## src/rtl/rr_mux_arbiter_pkg.sv

```systemverilog
// Shared types and constants for the round-robin mux arbiter.
package rr_mux_arbiter_pkg;

  localparam int unsigned NUM_REQ = 4;
  localparam int unsigned SEL_W   = 2;

  typedef enum logic {
    ST_IDLE = 1'b0,
    ST_BUSY = 1'b1
  } state_e;

  typedef struct packed {
    logic             found;
    logic [SEL_W-1:0] idx;
  } pick_t;

endpackage

```

## src/rtl/rr_mux_arbiter_mux.sv

```systemverilog
// Plain 4:1 data mux; select 0..3 picks in1..in4.
module rr_mux_arbiter_mux
  import rr_mux_arbiter_pkg::*;
#(
  parameter int unsigned DATA_W = 4
) (
  input  logic [DATA_W-1:0] in1,
  input  logic [DATA_W-1:0] in2,
  input  logic [DATA_W-1:0] in3,
  input  logic [DATA_W-1:0] in4,
  input  logic [SEL_W-1:0]  sel,
  output logic [DATA_W-1:0] out
);

  always_comb begin
    out = '0;
    unique case (sel)
      2'd0: out = in1;
      2'd1: out = in2;
      2'd2: out = in3;
      2'd3: out = in4;
      default: out = '0;
    endcase
  end

endmodule

```

## src/rtl/rr_mux_arbiter.sv

```systemverilog
// Round-robin arbiter over four requesters driving a shared 4:1 mux from
// the registered grant, with optional hold-time preemption.
module rr_mux_arbiter
  import rr_mux_arbiter_pkg::*;
#(
  parameter int unsigned DATA_W   = 4,
  parameter int unsigned MAX_HOLD = 8
) (
  input  logic                 clk,
  input  logic                 rst_n,
  input  logic [NUM_REQ-1:0]   req,
  input  logic [DATA_W-1:0]    in1,
  input  logic [DATA_W-1:0]    in2,
  input  logic [DATA_W-1:0]    in3,
  input  logic [DATA_W-1:0]    in4,
  output logic [NUM_REQ-1:0]   gnt,
  output logic                 gnt_valid,
  output logic [SEL_W-1:0]     sel,
  output logic [DATA_W-1:0]    out
);

  localparam int unsigned HC_W = (MAX_HOLD > 1) ? $clog2(MAX_HOLD) : 1;
  localparam logic [HC_W-1:0] HOLD_LAST = (MAX_HOLD > 0) ? HC_W'(MAX_HOLD - 1) : '0;

  state_e             state_q, state_d;
  logic [NUM_REQ-1:0] gnt_q,   gnt_d;
  logic [SEL_W-1:0]   sel_q,   sel_d;
  logic [SEL_W-1:0]   ptr_q,   ptr_d;
  logic [HC_W-1:0]    hold_cnt_q, hold_cnt_d;

  logic [NUM_REQ-1:0] others;
  logic               release_own;
  logic               preempt;
  pick_t              pick;

  // First set bit of cand, scanning circularly from start.
  function automatic pick_t rr_pick(input logic [NUM_REQ-1:0] cand,
                                    input logic [SEL_W-1:0]   start);
    pick_t            r;
    logic [SEL_W-1:0] j;
    r = '0;
    for (int unsigned i = 0; i < NUM_REQ; i++) begin
      j = start + SEL_W'(i);
      if (!r.found && cand[j]) begin
        r.found = 1'b1;
        r.idx   = j;
      end
    end
    return r;
  endfunction

  always_ff @(posedge clk or negedge rst_n) begin
    if (!rst_n) begin
      state_q    <= ST_IDLE;
      gnt_q      <= '0;
      sel_q      <= '0;
      ptr_q      <= '0;
      hold_cnt_q <= '0;
    end else begin
      state_q    <= state_d;
      gnt_q      <= gnt_d;
      sel_q      <= sel_d;
      ptr_q      <= ptr_d;
      hold_cnt_q <= hold_cnt_d;
    end
  end

  always_comb begin
    state_d    = state_q;
    gnt_d      = gnt_q;
    sel_d      = sel_q;
    ptr_d      = ptr_q;
    hold_cnt_d = hold_cnt_q;

    others      = req & ~gnt_q;
    release_own = !req[sel_q];
    preempt     = (MAX_HOLD > 0) && (hold_cnt_q == HOLD_LAST) && (|others);
    pick        = '0;

    unique case (state_q)
      ST_IDLE: begin
        pick = rr_pick(req, ptr_q);
        if (pick.found) begin
          state_d    = ST_BUSY;
          sel_d      = pick.idx;
          gnt_d      = NUM_REQ'(1) << pick.idx;
          ptr_d      = pick.idx + SEL_W'(1);
          hold_cnt_d = '0;
        end
      end
      ST_BUSY: begin
        // Release and preemption share one path: the owner is always excluded
        // from the search, so the simultaneous case needs no extra rule.
        if (release_own || preempt) begin
          pick = rr_pick(others, sel_q + SEL_W'(1));
          hold_cnt_d = '0;
          if (pick.found) begin
            sel_d = pick.idx;
            gnt_d = NUM_REQ'(1) << pick.idx;
            ptr_d = pick.idx + SEL_W'(1);
          end else begin
            state_d = ST_IDLE;
            gnt_d   = '0;
          end
        end else if (hold_cnt_q != HOLD_LAST) begin
          hold_cnt_d = hold_cnt_q + HC_W'(1);
        end
      end
      default: begin
        state_d = ST_IDLE;
        gnt_d   = '0;
      end
    endcase
  end

  always_comb begin
    gnt       = gnt_q;
    gnt_valid = (state_q == ST_BUSY);
    sel       = sel_q;
  end

  rr_mux_arbiter_mux #(
    .DATA_W(DATA_W)
  ) u_mux (
    .in1 (in1),
    .in2 (in2),
    .in3 (in3),
    .in4 (in4),
    .sel (sel_q),
    .out (out)
  );

endmodule
```

## config.mk

```make
export PLATFORM = sky130hd
export DESIGN_NAME = rr_mux_arbiter
export DESIGN_NICKNAME = d
export VERILOG_FILES = /design/src/rtl/rr_mux_arbiter_pkg.sv /design/src/rtl/rr_mux_arbiter_mux.sv /design/src/rtl/rr_mux_arbiter.sv
export SDC_FILE = /design/constraint.sdc
export NUM_CORES = 1
export LEC_CHECK = 0
export CAP_MARGIN = 20
export CORE_MARGIN = 2
export CORE_UTILIZATION = 49
export DETAILED_ROUTE_END_ITERATION = 12
export PLACE_DENSITY = 0.9
export SLEW_MARGIN = 10
export SYNTH_ARGS = -nofsm -noshare
export SYNTH_HDL_FRONTEND = slang
export SYNTH_SLANG_ARGS = --single-unit
```

## constraint.sdc

```tcl
create_clock -name clk -period 2.9 [get_ports clk]
set_input_delay 0.435 -clock clk [delete_from_list [all_inputs] [get_ports clk]]
set_output_delay 0.435 -clock clk [all_outputs]
set_load 0.02 [all_outputs]
```

Word-level counts from Yosys, hierarchy flattened

Index checks and enable logic that the tools add are counted.

Register bits: 12
Output and inout port bits: 11

Add/subtract/negate cells: 10
Magnitude comparators: 9
Eq/ne operators: 9
Shift-type cells: 2
Muxes and demuxes: 59
Bitwise gates (word level): 3
Reductions and logical operators: 20

Operator list:

| kind                | count |
|---|---|
| $mux 3              | 23 |
| $lt 2x3->1 const B  | 9 |
| $bmux 1 s2          | 9 |
| $pmux 4 s4          | 1 |
| $mux 1              | 12 |
| $mux 2              | 6 |
| $mux 4              | 3 |
| $add 2x1->2 const B | 5 |
| $add 2x2->2 const B | 4 |
| $pmux 2 s2          | 2 |
| $pmux 4 s2          | 1 |
| $shl 1x2->4 const A | 2 |
| $logic_and 1x1->1   | 7 |
| $logic_not 1->1     | 7 |
| $ne 2x1->1 const B  | 3 |
| $pmux 3 s2          | 1 |
| $and 4x4->4         | 1 |
| $eq 2x2->1 const B  | 2 |
| $not 4->4           | 1 |
| $reduce_and 2->1    | 2 |
| $reduce_or 4->1     | 1 |
| $add 3x1->3 const B | 1 |
| $eq 3x3->1 const B  | 1 |
| $ne 3x1->1 const B  | 1 |
| other kinds (7)     | 7 |

Depth between registers and ports, before layout

Gate-level depths: netlist of the first run.

Word-level depth: 26
Depth in mapped cells: 8

Cells and area by module

Synthesis of the first run repeated with hierarchy kept, for this count alone.

Cell total of the unflattened synthesis: 84
Area, all modules: 968.4 µm²

By module, submodules not included:

| module             | instances | cells an instance | area an instance (µm²) |
|---|---|---|---|
| rr_mux_arbiter     | 1         | 80                | 863.3 |
| rr_mux_arbiter_mux | 1         | 4                 | 105.1 |

Least setup slack after synthesis of the first run

OpenSTA, ideal clock, no wires.

Path type: register -> register
Start point: register sel_q[0], in the netlist sel[0]
End point: register ptr_q[1]
Arrival time: 1,980 ps
Required time: 2,771 ps
Slack: 791 ps
Cell stages (with the launch flop): 9
Path buffers: 0
Cell sequence: dfrtp_1 -> inv_1 -> ha_1 -> nand3b_1 -> a21oi_1 -> or3_1 -> and2_1 -> o21ai_1 -> nand3_2

Word-level cells in the longest chain between the ends: 25

RTL lines:

| what                         | RTL line              | RTL |
|---|---|---|
| start, declared              | rr_mux_arbiter.sv:27  | `logic [SEL_W-1:0] sel_q, sel_d;` |
| start signal, assigned       | rr_mux_arbiter.sv:62  | `sel_q <= sel_d;` |
| $add 2x1->2                  | rr_mux_arbiter.sv:95  | `pick = rr_pick(others, sel_q + SEL_W'(1));` |
| $bmux 1 s2                   | rr_mux_arbiter.sv:44  | `if (!r.found && cand[j]) begin` |
| $mux 1 (implied by the code) | rr_mux_arbiter.sv:44  |  |
| $mux 3                       | rr_mux_arbiter.sv:44  |  |
| $mux 3                       | rr_mux_arbiter.sv:94  | `if (release_own \|\| preempt) begin` |
| $mux 3                       | rr_mux_arbiter.sv:80  | `unique case (state_q)` |
| $logic_not 1->1              | rr_mux_arbiter.sv:44  |  |
| $logic_and 1x1->1            | rr_mux_arbiter.sv:44  |  |
| [9 not listed]               | --                    |  |
| $logic_and 1x1->1            | rr_mux_arbiter.sv:44  |  |
| $mux 3                       | rr_mux_arbiter.sv:44  |  |
| $mux 3                       | rr_mux_arbiter.sv:94  |  |
| $mux 3                       | rr_mux_arbiter.sv:80  |  |
| $add 2x1->2                  | rr_mux_arbiter.sv:100 | `ptr_d = pick.idx + SEL_W'(1);` |
| $mux 2                       | rr_mux_arbiter.sv:97  | `if (pick.found) begin` |
| $mux 2                       | rr_mux_arbiter.sv:94  |  |
| $pmux 2 s2                   | rr_mux_arbiter.sv:80  |  |
| end signal, assigned         | rr_mux_arbiter.sv:63  | `ptr_q <= ptr_d;` |
| end, declared                | rr_mux_arbiter.sv:28  | `logic [SEL_W-1:0] ptr_q, ptr_d;` |

Several ways; a longest one is shown, not always the timed one. The select of a mux whose other input is x is not followed.
A chain may end at the register's enable or synchronous reset.

Final worst setup path of the first run

Start point: register sel_q[0], in the netlist sel[0]
End point: output port out[2]

Word-level cells in the longest chain between the ends: 2

RTL lines:

| what                                     | RTL line                 | RTL |
|---|---|---|
| $eq 2x2->1, or another cell as far along | rr_mux_arbiter_mux.sv:17 | `unique case (sel)` |
| $pmux 4 s4 *                             | rr_mux_arbiter_mux.sv:17 |  |
| end, declared                            | rr_mux_arbiter.sv:19     | `output logic [DATA_W-1:0] out` |

Every way passes the cells marked *; elsewhere a longest branch is shown, timed or not.

==> results_dict.tcl, run 1 <==
set metrics [dict create \
    cts.sinks 12 \
    rsz0062_at_grt "no" \
    antenna_cells 0 \
    dieArea_um2 2440 \
    power_frac_comb_pct 67.4 \
    crit_path_end_kind "output port" \
    ant_nets 0 \
    drt_iter0_drc 46 \
    clkLatencyLatePin_ns 0.28 \
    syn_nets 138 \
    cts_resized 0 \
    grt_pass1_vias 942 \
    synth_edf_count 0 \
    h-tree-depth 1 \
    ctsHoldBuffers 0 \
    setup_viol 0 \
    grt_first_pass_wirelength_mm 4.67 \
    leakage_nw 0.605 \
    r2r-end "ptr_q[1]" \
    p_sw_uw 682 \
    peakVddDrop_v 0.000697 \
    route.detailed.drc 0 \
    yosysSeqAreaShare_pct 29.7 \
    cp.arrival_ns 2.22 \
    cts_tree "yes" \
    instances_no_fill 171 \
    netlist-cell-type-count 44 \
    final_nets 173 \
    cts_setup_buffers 0 \
    critPathRequiredTime_ns 2.47 \
    wl_per_cell_um 15.9 \
    dpl_worst_slack_ns 0.460 \
    grt_max_degree 13 \
    clockRootBuffer "clkbuf_4" \
    cts_buffers 3 \
    reg2reg_depth 8 \
    period_share_pct 91.6 \
    die_w_um 49.4 \
    synth_cells 110 \
    drv_slew 0 \
    status "finished clean" \
    critPathKind "flip-flop to output port" \
    yosysWarnings 0 \
    fillCellCount 163 \
    power.internal_uw 783 \
    dp.cells 167 \
    switching_share_pct 46.6 \
    route.vias.total 999 \
    yosys-top-cells-area "dfrtp_1 30%, ha_1 7.4%, a21oi_1 5.0%" \
    reg2reg_slack_ns 0.69 \
    setup_slack_ns 0.244 \
    io_buffers 32 \
    cap_violations 0 \
    clkTransAtPathRegs_ns 0.07 \
    grt-ovfl-total 0 \
    yosysTopAreaCell "dfrtp_1" \
    ys.flop_type "dfrtp_1" \
    tightestPinTransition_ns 0.517 \
    first_pass_iters 5 \
    hpwl_mm 2.20 \
    p_clk_share_pct 9.0 \
    hp-class "input port to async pin" \
    stdcell_area_um2 1390 \
    grt_use_total_pct 24.5 \
    skew_ns 0.00542 \
    totalWireLength_mm 2.73 \
    async_flop_share_pct 100 \
    num_rows 16 \
    r2r_start "sel[0]" \
    vias_per_cell 5.84 \
    netlist_area_um2 1010 \
    ios 33 \
    placed_cell_area_um2 1360 \
    p_seq_share_pct 23.7 \
    synthesis.area_per_instance_um2 9.18 \
    gp_congestion 0.926 \
    antenna_found_initial 0 \
    clockBufferDepth 2 \
    clock.fmax_ghz 0.377 \
    synth_top_area_share_pct 29.7 \
    cp_max_fo 9 \
    layout-drive-gt1-share_pct 13.2 \
    die_height_um 49.4 \
    tns_ns 0 \
    fin_crit_ns 2.66 \
    ys_ff_latch 12 \
    hold_viol 0 \
    area.growth.synth_to_final_pct 37.9 \
    power_density_nw_per_um2 1050 \
    hold_slack_ns 0.494 \
    startpoint_type "flip-flop" \
    core_area_um2 1960 \
    start_util_pct 51.5 \
    relSlewSlack_pct 65.4 \
]
==> area by class of cell <==
class                           instances  area, µm²  share of cell area, %
Clock buffer                            4       36.3                   2.61
Inverter                                7       26.3                   1.89
Multi-Input combinational cell         89        674                   48.4
Sequential cell                        12        302                   21.7
Tap cell                               27       33.8                   2.43
Timing Repair Buffer                   32        320                   23.0
==> Yosys cell counts, types with 2 or more instances <==
cell type / instances
nor2_4: 2
nor2b_4: 2
nor2_1: 10
a22o_1: 2
a21oi_1: 10
a222oi_1: 4
dfrtp_1: 12
nand2b_1: 3
nand2_1: 5
o21ai_0: 5
nor3_1: 5
inv_1: 7
mux2i_1: 5
ha_1: 6
and2_1: 2
nor2b_1: 2
==> sequential cells by signal, summed over array words and instances (netlist names) <==
| register | flops |
|---|---|
| gnt | 4 |
| hold_cnt_q | 3 |
| ptr_q | 2 |
| sel | 2 |
| gnt_valid | 1 |
==> routing by layer <==
layer | GRT usage (%) | share of wire (%) | wire, µm | vias to the layer above
li1 | - | - | - | 483
met1 | 33.7 | 44 | 1190 | 472
met2 | 41.4 | 50 | 1360 | 41
met3 | 2.76 | 5.7 | 156 | 3
met4 | 5.56 | 0.88 | 24 | 0
met5 | 0 | 0 | 0 | -
==> power groups by stage <==
stage	sequential (mW)	combinational [mW]	clock, mW
after global placement	0.342	0.947	0
after floorplan	0.363	0.625	0
after CTS	0.343	0.984	0.136
final	0.347	0.987	0.131
after detailed placement	0.346	0.976	0
after global routing	0.360	1.07	0.145
==> placed cells by master (no fill, tap or decap), types with 3 or more instances in the layout <==
cell and n:
dfrtp_1 11, clkbuf_4 3, inv_1 7, nand2b_1 3, clkdlybuf4s50_1 32, nand2_1 5, ha_1 6, mux2i_1 5
nor2_1 10, nor3_1 5, a222oi_1 4, o21ai_0 5, a21oi_1 10
==> worst max-delay path by stage <==
stage,startpoint,end,slack (ns),cells past startpoint
final,sel[0],out[2],0.24,5
after global routing,sel[0],out[2],0.10,5
after CTS,sel[0],out[2],0.12,5
after detailed placement,sel[0],out[2],0.46,5
after global placement,sel[0],out[3],0.51,5
after floorplan,sel[0],ptr_q[1],0.79,8
==> through the flow <==
stage,power [mW],utilization (%)
after floorplan,0.987,-
after global placement,1.29,69.1
after detailed placement,1.32,69.1
after CTS,1.46,70.9
after global routing,1.57,71.0
final,1.47,71.0
==> worst max-delay path: stages, from the launching register on <==
cell and delay, ns:
dfrtp_2 0.47, inv_1 0.12, ha_1 0.25, a222oi_1 0.38
mux2i_1 0.14, clkdlybuf4s50_1 0.57
==> logic make-up after synthesis <==
logic type                 synth area share [%]
and+or+nand+nor                            28.0
AOI/OAI and AO/OA                          22.7
DFF                                        29.7
buffers and inverters                      3.47
muxes                                      8.67
adders and majority gates                  7.43
Power figures use the tool's default switching activity.
==> inputs of run 2 (changes only) <==
--- a/config.mk
+++ b/config.mk
@@ -5,11 +5,11 @@
 export SDC_FILE = /design/constraint.sdc
 export NUM_CORES = 1
 export LEC_CHECK = 0
-export CAP_MARGIN = 20
+export CAP_MARGIN = 10
 export CORE_MARGIN = 2
-export CORE_UTILIZATION = 49
+export CORE_UTILIZATION = 40
 export DETAILED_ROUTE_END_ITERATION = 12
-export PLACE_DENSITY = 0.9
+export PLACE_DENSITY = 0.77
 export SLEW_MARGIN = 10
 export SYNTH_ARGS = -nofsm -noshare
 export SYNTH_HDL_FRONTEND = slang
==> results_dict.tcl, run 2 (synthesis gave the netlist of run 1 again) <==
set metrics [dict create \
    mostFrequentLayoutCells "32 x clkdlybuf4s50_1, 12 x dfrtp_1, 10 x nor2_1, 10 x a21oi_1, 7 x inv_1" \
    stdcell_area_um2 1400 \
    grt_first_pass_wirelength_mm 4.09 \
    hp-class "input port to async pin" \
    gp_congestion 0.870 \
    regArea_um2 300 \
    ctsHoldBuffers 0 \
    drt_iter0_drc 30 \
    io_buffers 32 \
    crit_path_end_kind "output port" \
    clock.fmax_ghz 0.373 \
    vias_per_cell 5.87 \
    wl_per_cell_um 15.5 \
    cp_max_fo 9 \
    clkTransAtPathRegs_ns 0.07 \
    switching_share_pct 46.4 \
    num_rows 18 \
    antenna_found_initial 0 \
    totalWireLength_mm 2.71 \
    instances_no_fill 174 \
    die_height_um 54.2 \
    route.detailed.drc 0 \
    skew_ns 0.00121 \
    rsz0062_at_grt "no" \
    p_clk_share_pct 9.0 \
    largest_reg_flops 4 \
    tightestPinTransition_ns 0.530 \
    cap_violations 0 \
    area.growth.synth_to_final_pct 38.2 \
    grt-ovfl-total 0 \
    clkLatencyLatePin_ns 0.27 \
    antenna_cells 0 \
    cts_tree "yes" \
    layout-drive-gt1-share_pct 12.5 \
    cts_buffers 3 \
    hpwl_mm 2.18 \
    final_nets 173 \
    route.vias.total 1022 \
    p_seq_share_pct 23.7 \
    reg2reg_slack_ns 0.54 \
    grt_max_degree 13 \
    cts_resized 0 \
    period_share_pct 92.6 \
    cp.arrival_ns 2.25 \
    cts.sinks 12 \
    peakVddDrop_v 0.000588 \
    slowest_stage "clkdlybuf4s50_1" \
    ant_nets 0 \
    setup_viol 0 \
    dp.cells 170 \
    clockRootBuffer "clkbuf_4" \
    die_w_um 54.2 \
    first_pass_iters 5 \
    status "finished clean" \
    path_delay_family "buffers and inverters" \
    hold_viol 0 \
    relSlewSlack_pct 64.6 \
    drv_slew 0 \
    grt_use_total_pct 19.0 \
    hold_slack_ns 0.509 \
    critPathBufInv 2 \
    start_util_pct 41.5 \
    dieArea_um2 2940 \
    power_density_nw_per_um2 1050 \
    placed_cell_area_um2 1360 \
    critPathKind "flip-flop to output port" \
    power.internal_uw 782 \
    fin_total_pwr_mw 1.46 \
    multi_input_area_um2 674 \
    grt_pass1_vias 948 \
    p_sw_uw 678 \
    ios 33 \
    fillCellCount 216 \
    startpoint_type "flip-flop" \
    crit_chain "inv_1 > ha_1 > a222oi_1 > mux2i_1 > clkdlybuf4s50_1" \
    h-tree-depth 1 \
    tns_ns 0 \
    core_area_um2 2430 \
    leakage_nw 0.606 \
    critPathRequiredTime_ns 2.47 \
    final_common_cell "clkdlybuf4s50_1" \
    clockBufferDepth 2 \
    fin_crit_ns 2.68 \
    power_frac_comb_pct 67.3 \
    critPathMaxStageDelay_ns 0.56 \
    cts_setup_buffers 0 \
]
run 2: cell counts in the layout (fill, tap and decap cells not counted):
No cell type changed its count.
run 2: per-stage QoR:
step	worst slack (ns)	util [%]
6_report	0.216	57.4
5_1_grt	0.0670	57.4
4_1_cts	0.179	57.4
3_5_place_dp	0.480	55.9
3_3_place_gp	0.520	55.9
2_1_floorplan	0.791	-
run 2: power groups by stage:
stage	logic [mW]	clock network [mW]	registers [mW]
floorplan	0.625	0	0.363
finish	0.983	0.131	0.346
CTS	0.985	0.134	0.346
global placement	0.962	0	0.344
detailed placement	0.977	0	0.349
global route	1.07	0.142	0.357
run 2: per-layer routing:
layer | GRT usage (%) | wire length, µm | vias to the layer above
met1 | 22.9 | 1090 | 494
met2 | 32.9 | 1330 | 48
met3 | 3.01 | 259 | 4
met4 | 8.33 | 32 | 0
met5 | 0 | 0 | -
li1 | - | - | 476
run 2: cell type report:
type                            instances  share of cell area [%]
Clock buffer                            4                    2.60
Tap cell                               30                    2.69
Multi-Input combinational cell         89                    48.3
Timing Repair Buffer                   32                    23.0
Inverter                                7                    1.88
Sequential cell                        12                    21.5
run 2: path summary, 6_finish.rpt:
kind / start / to / depth (start not counted)
worst max-delay path: sel[0] / out[1] / 5
worst min-delay path: rst_n / ptr_q[1] / 1
worst max register to register: sel[0] / ptr_q[1] / 8
worst min register to register: hold_cnt_q[2] / hold_cnt_q[2] / 1
max in group asynchronous: rst_n / sel[0] / 1
min in group clk: hold_cnt_q[2] / hold_cnt_q[2] / 1
==> inputs of run 3 (changes only) <==
--- a/config.mk
+++ b/config.mk
@@ -7,9 +7,9 @@
 export LEC_CHECK = 0
 export CAP_MARGIN = 10
 export CORE_MARGIN = 2
-export CORE_UTILIZATION = 40
+export CORE_UTILIZATION = 46
 export DETAILED_ROUTE_END_ITERATION = 12
-export PLACE_DENSITY = 0.77
+export PLACE_DENSITY = 0.86
 export SLEW_MARGIN = 10
 export SYNTH_ARGS = -nofsm -noshare
 export SYNTH_HDL_FRONTEND = slang
==> results_dict.tcl, run 3 (synthesis gave the netlist of run 1 again) <==
set metrics [dict create \
    gp_congestion 0.844 \
    die_height_um 50.9 \
    cts_setup_buffers 0 \
    p_seq_share_pct 23.4 \
    peakVddDrop_v 0.000657 \
    layout-drive-gt1-share_pct 12.5 \
    hp-class "input port to async pin" \
    cp.arrival_ns 2.26 \
    cts_tree "yes" \
    crit_path_end_kind "output port" \
    h-tree-depth 1 \
    core_area_um2 2020 \
    power_frac_comb_pct 67.6 \
    num_rows 16 \
    hpwl_mm 2.12 \
    p_sw_uw 682 \
    dieArea_um2 2590 \
    switching_share_pct 46.6 \
    p_clk_share_pct 9.0 \
    status "finished clean" \
    tns_ns 0 \
    reg2reg_depth 8 \
    grt_use_total_pct 22.0 \
    grt_pass1_vias 941 \
    rsz0062_at_grt "no" \
    fin_crit_ns 2.70 \
    ios 33 \
    tightestPinTransition_ns 0.527 \
    mostFrequentLayoutCells "32 x clkdlybuf4s50_1, 12 x dfrtp_1, 10 x nor2_1, 10 x a21oi_1, 7 x inv_1" \
    largest_reg_flops 4 \
    leakage_nw 0.606 \
    power.internal_uw 782 \
    cts.sinks 12 \
    final_common_cell "clkdlybuf4s50_1" \
    drt_iter0_drc 36 \
    clkLatencyLatePin_ns 0.28 \
    setup_slack_ns 0.201 \
    antenna_cells 0 \
    clockBufferDepth 2 \
    final_core_util_pct 68.8 \
    critPathKind "flip-flop to output port" \
    drv_slew 0 \
    startpoint_type "flip-flop" \
    skew_ns 0.00318 \
    dpl_worst_slack_ns 0.507 \
    ctsHoldBuffers 0 \
    cts_buffers 3 \
    route.vias.total 1014 \
    die_w_um 50.9 \
    power_density_nw_per_um2 1050 \
    vias_per_cell 5.93 \
    critPathRequiredTime_ns 2.47 \
    grt-ovfl-total 0 \
    route.detailed.drc 0 \
    dp.cells 167 \
    clkTransAtPathRegs_ns 0.07 \
    relSlewSlack_pct 64.8 \
    clockRootBuffer "clkbuf_4" \
    ant_nets 0 \
    cp_max_fo 9 \
    antenna_found_initial 0 \
    totalWireLength_mm 2.64 \
    io_buffers 32 \
    cap_violations 0 \
    fin_total_pwr_mw 1.46 \
    start_util_pct 49.9 \
    wl_per_cell_um 15.5 \
    hold_viol 0 \
    cts_resized 0 \
    setup_viol 0 \
    fillCellCount 155 \
    final_nets 173 \
    clock.fmax_ghz 0.371 \
    grt_max_degree 13 \
    first_pass_iters 5 \
    instances_no_fill 171 \
    grt_first_pass_wirelength_mm 4.31 \
    area.growth.synth_to_final_pct 37.8 \
    period_share_pct 93.1 \
]
run 3: layer usage:
metal	up-vias	track usage [%]	wire length (µm)
met5	-	0	0
met4	0	6.76	25
met3	5	3.51	194
met2	42	36.8	1320
met1	491	29.3	1100
li1	476	-	-
run 3: worst paths after layout:
kind | slack (ns) | endpoint | start
setup / recovery | 0.20 | out[0] | sel[0]
hold / removal | 0.50 | hold_cnt_q[2] | rst_n
setup reg to reg | 0.66 | ptr_q[1] | sel[0]
hold reg to reg | 0.51 | hold_cnt_q[1] | hold_cnt_q[1]
max in group asynchronous | 2.05 | gnt[0] | rst_n
min in group clk | 0.51 | hold_cnt_q[1] | hold_cnt_q[1]
run 3: metrics by stage:
step / area, µm² / hold slack, ns
finish: 1390 / 0.499
global route: 1390 / 0.542
CTS: 1390 / 0.517
detailed placement: 1360 / 0.499
global placement: 1360 / 0.489
floorplan: 1010 / 0.139
run 3: final cells by class:
class	instances	area, µm²	share of cell area, %
clock buffer	4	36.3	2.61
multi-input combinational	89	674	48.5
inverter	7	26.3	1.89
tap	27	33.8	2.43
sequential	12	300	21.6
timing repair buffer	32	320	23.0
run 3: critical path: stages (launching register included):
cell and delay, ns:
dfrtp_1 0.51, inv_1 0.16, ha_1 0.27, a222oi_1 0.34
mux2i_1 0.14, clkdlybuf4s50_1 0.56
run 3: power by group through the flow:
stage | logic (mW) | registers, mW | clock network, mW
after floorplan | 0.625 | 0.363 | 0
after global placement | 0.950 | 0.342 | 0
after detailed placement | 0.972 | 0.344 | 0
after CTS | 0.987 | 0.341 | 0.137
after global routing | 1.07 | 0.356 | 0.146
final | 0.989 | 0.343 | 0.132
